**config.mk**
```make
export PLATFORM = sky130hd
export DESIGN_NAME = tick_gen_flat
export DESIGN_NICKNAME = d
export VERILOG_FILES = /design/src/rtl/tick_gen_if.sv /design/src/rtl/tick_gen.sv /design/src/flat_wrapper.sv
export SDC_FILE = /design/constraint.sdc
export NUM_CORES = 1
export LEC_CHECK = 0
export CAP_MARGIN = 40
export CORE_MARGIN = 3
export CORE_UTILIZATION = 28
export DETAILED_ROUTE_END_ITERATION = 12
export PLACE_DENSITY = 0.43
export SLEW_MARGIN = 20
export SYNTH_ARGS = -nofsm -noshare
export SYNTH_HDL_FRONTEND = slang
export SYNTH_SLANG_ARGS = --single-unit
```
**constraint.sdc**
```tcl
create_clock -name clk -period 2.9 [get_ports clk]
set_clock_uncertainty 0.05 [all_clocks]
set_input_delay 0.87 -clock clk [delete_from_list [all_inputs] [get_ports clk]]
set_output_delay 0.87 -clock clk [all_outputs]
set_load 0.01 [all_outputs]
```
**src/rtl/tick_gen_if.sv**
```systemverilog
// Handshake bundle for the tick generator:
// control inputs in, strobes and countdown out.
interface tick_gen_if #(
  parameter int W = 16
);
  logic         start;
  logic         stop;
  logic         oneshot;
  logic [W-1:0] period;
  logic         tick;
  logic         busy;
  logic         done;
  logic [W-1:0] remain;

  modport master (
    output start, stop, oneshot, period,
    input  tick, busy, done, remain
  );

  modport slave (
    input  start, stop, oneshot, period,
    output tick, busy, done, remain
  );
endinterface

```
**src/rtl/tick_gen.sv**
```systemverilog
// Programmable tick generator: periodic or one-shot
// strobe every max(period,1) cycles, with abort.
module tick_gen #(
  parameter int W = 16
) (
  input logic       clk,
  input logic       rst_n,
  tick_gen_if.slave bus
);
  localparam logic [0:0] IDLE = 1'b0;
  localparam logic [0:0] RUN  = 1'b1;

  logic [0:0]   state;
  logic [W-1:0] cnt;
  logic [W-1:0] peff;
  logic         os_q;
  logic         tick_q;
  logic         done_q;
  logic [W-1:0] peff_in;

  assign peff_in = (bus.period == '0) ? W'(1) : bus.period;

  // cnt is held at 0 whenever idle, so remain is just cnt
  always_ff @(posedge clk or negedge rst_n) begin
    if (!rst_n) begin
      state  <= IDLE;
      cnt    <= '0;
      peff   <= W'(1);
      os_q   <= 1'b0;
      tick_q <= 1'b0;
      done_q <= 1'b0;
    end else begin
      tick_q <= 1'b0;
      done_q <= 1'b0;
      if (bus.stop) begin
        state <= IDLE;
        cnt   <= '0;
      end else if (bus.start) begin
        state <= RUN;
        peff  <= peff_in;
        os_q  <= bus.oneshot;
        cnt   <= peff_in - W'(1);
      end else if (state == RUN) begin
        if (cnt == '0) begin
          tick_q <= 1'b1;
          if (os_q) begin
            done_q <= 1'b1;
            state  <= IDLE;
            cnt    <= '0;
          end else begin
            cnt <= peff - W'(1);
          end
        end else begin
          cnt <= cnt - W'(1);
        end
      end
    end
  end

  assign bus.tick   = tick_q;
  assign bus.done   = done_q;
  assign bus.busy   = (state == RUN);
  assign bus.remain = cnt;
endmodule

```
**src/flat_wrapper.sv**
```systemverilog
// flat-port wrapper written by rule: the top's interface ports become plain ports
module tick_gen_flat 
#(
  parameter int W = 16
)
  (clk, rst_n, bus_start, bus_stop, bus_oneshot, bus_period, bus_tick, bus_busy, bus_done, bus_remain);
  tick_gen_if #(.W(W)) bus_i ();
  input logic clk;
  input logic rst_n;
  input wire logic [$bits(bus_i.start)-1:0] bus_start;
  input wire logic [$bits(bus_i.stop)-1:0] bus_stop;
  input wire logic [$bits(bus_i.oneshot)-1:0] bus_oneshot;
  input wire logic [$bits(bus_i.period)-1:0] bus_period;
  output wire logic [$bits(bus_i.tick)-1:0] bus_tick;
  output wire logic [$bits(bus_i.busy)-1:0] bus_busy;
  output wire logic [$bits(bus_i.done)-1:0] bus_done;
  output wire logic [$bits(bus_i.remain)-1:0] bus_remain;
  assign bus_i.start = bus_start;
  assign bus_i.stop = bus_stop;
  assign bus_i.oneshot = bus_oneshot;
  assign bus_i.period = bus_period;
  assign bus_tick = bus_i.tick;
  assign bus_busy = bus_i.busy;
  assign bus_done = bus_i.done;
  assign bus_remain = bus_i.remain;
  tick_gen #(.W(W)) u_core (.clk(clk), .rst_n(rst_n), .bus(bus_i));
endmodule
```
==> metrics.txt <==
async set-reset flop share out of synthesis=100.0%; maximum fanout along the worst path=4; Detailed Routing Iterations Pass 1=4; mapped cell area=0.002514 sq mm; fillers=877; Unique masters post-synth=55; Tcrit/Tclk final=95.35%; CP arrival=2.88 ns; Worst slew margin=64.48%; Die Y=100.8 um; post-synthesis register bit count=36; Final #Nets=409; Final GP Congestion=0.8523; CTS clk-pin slew, worst paths=0.08 ns; vias=2576; H-tree lvl count=2; post-synth top area share=34.84%; Max Root-Sink Buffers=2; core area=0.008464 sq mm; critical path startpoint category=input pin; WP data required=3.02 ns; post-route ant nets=0; Hold Slack=0.4520 ns; fin. max-slew vios=0; Main synth FF type=dfrtp_1; CP Capture Type=flip-flop; largest net degree at the start of global routing=37; cell taking the most area after synthesis=dfrtp_1; max-cap viol count=0; Ports=40; Starting Density=29.70%; final setup fails=0; antenna cells=0; vias in the first global route=2497; first-pass GRT wire length=13920 um; CTS tree=built; die area=0.01015 sq mm; Routed WL=8634 um; DRC errors left=0; row cnt=33; post-DR vias/cell=5.257; Synthesized Nets=331; Fmax=0.3616 GHz; top post-synthesis cells by area=dfrtp_1 35%, nand2_1 9.9%, xnor2_1 5.2%; critical setup path kind=input pin to flip-flop; clk_lat worst skew=0.29 ns; Clock Sinks=36; initial antenna violation count=0; final core occ=40.72%; initial drt markers=120; Root Buffer=clkbuf_8; top-count cell post-synth=nand2_1; hold crit path type=flip-flop to flip-flop; top post-synthesis cells by count=66 x nand2_1, 35 x dfrtp_1, 26 x nor2_1; sequential area share after synthesis=35.89%; Max VDD drop=0.1482 mV; Buffers on Ports=39; PD cells=438.9 mW/mm^2; grt ovf=0; layout cells sized above 1=19.48%; Hold Buf Count CTS=0; Tmin final=2.765 ns; outcome=complete, no violations; Post-Syn Instances=306; total CTS buffers=5; YS warnings=0; Area Overhead vs Synth=37.13%; Avg Cell Area, Syn=8.215 sq um; DIE WIDTH=100.8 um; routed wire length per instance=17.62 um; hpwl dp=6633 um; GRT Util Overall=17.72%; RSZ-0062 raised after global routing=no; worst-margin pin slew=0.5284 ns; EDFF count, synth=0; final hold vios=0; Lkg Pwr=1.435 nW
critical path, cell delays in order:
cell           delay (ns)
dlygate4sd2_1        0.24
or4_4                0.55
nor3_2               0.13
nor2_1               0.07
ha_2                 0.19
or3b_4               0.27
nor4_2               0.05
xnor2_1              0.14
a2111oi_1            0.37
state kept, by name (all words and copies together) (netlist names):
register	cells
u_core.bus.remain	16
u_core.peff	16
u_core.bus.tick	1
u_core.os_q	1
u_core.bus.busy	1
u_core.bus.done	1
layer usage:
layer  up-vias  share of wire, %  track usage, %
met5         -                 0               0
met4         0               1.1           4.663
met3         7               4.6           2.768
met2        68                46           27.39
met1      1228                48           25.64
li1       1273                 -               -
worst paths after layout:
path,from,to,slack (ns),cells after the start
max in group asynchronous,rst_n,u_core.peff[0]$_DFFE_PN1P_,1.85,2
setup reg to reg,u_core.bus.remain[6]$_DFFE_PN0P_,u_core.bus.remain[10]$_DFFE_PN0P_,0.27,6
setup / recovery,bus_period[14],u_core.bus.remain[10]$_DFFE_PN0P_,0.13,9
hold reg to reg,u_core.peff[15]$_DFFE_PN0P_,u_core.peff[15]$_DFFE_PN0P_,0.45,2
hold / removal,u_core.peff[15]$_DFFE_PN0P_,u_core.peff[15]$_DFFE_PN0P_,0.45,2
min in group asynchronous,rst_n,u_core.bus.tick$_DFF_PN0_,0.57,2
per-stage QoR:
step / cells / cell area, sq um / TNS [ns] / worst slack (ns) / power (mW)
3_5_place_dp: 481 / 3308 / -3.385 / -0.5222 / 1.133
3_3_place_gp: 480 / 3303 / -3.486 / -0.5070 / 1.136
4_1_cts: 489 / 3436 / 0 / 0.03589 / 1.528
6_report: 490 / 3447 / 0 / 0.1347 / 1.513
2_1_floorplan: 306 / 2515 / 0 / 0.005063 / 0.8912
5_1_grt: 490 / 3447 / 0 / 0.01685 / 1.607
where the power goes:
part           switching, mW  internal, mW
Combinational          0.261         0.234
Clock                  0.196         0.194
Sequential            0.0724         0.555
cells by family (layout without fill, tap and decap cells):
group	count (synthesis)	after routing	share of synthesized area [%]
AOI/OAI and AO/OA	55	55	15.98
xor gates and xnor gates	28	28	9.756
adders and majority gates	4	4	1.991
buffers and inverters	20	99	3.036
DFF	36	36	35.89
muxes	2	2	0.7964
and+or+nand+nor	161	161	32.55
layout by cell type (no fill, tap or decap), types with 5 or more instances in the layout:
cell and count:
nand3_1 5, nand2_1 66, buf_4 43, a211oi_1 5
nor4_2 5, clkbuf_8 6, o21ai_0 14, xor2_1 13
nor3_1 18, nor4_1 6, a21oi_1 5, nor2_1 25
dlygate4sd2_1 11, xnor2_1 15, dfrtp_1 35, clkdlybuf4s50_1 22
or3_1 5, inv_1 6
final cells by class:
class                           count  area (sq um)  share of cell area [%]
Multi-Input combinational cell    250          1594                   46.24
Inverter                            7         26.28                  0.7622
Clock buffer                        8         90.09                   2.613
Timing Repair Buffer               84         703.2                   20.40
Sequential cell                    36         902.1                   26.17
Tap cell                          105         131.4                   3.811
timing repair:
action,CTS,global route
setup endpoints to repair,6,6
gates cloned,0,0
pin swaps,11,3
buffers inserted,0,1
gates resized for setup,28,8
Note: power is estimated with default switching activity, not from simulation.
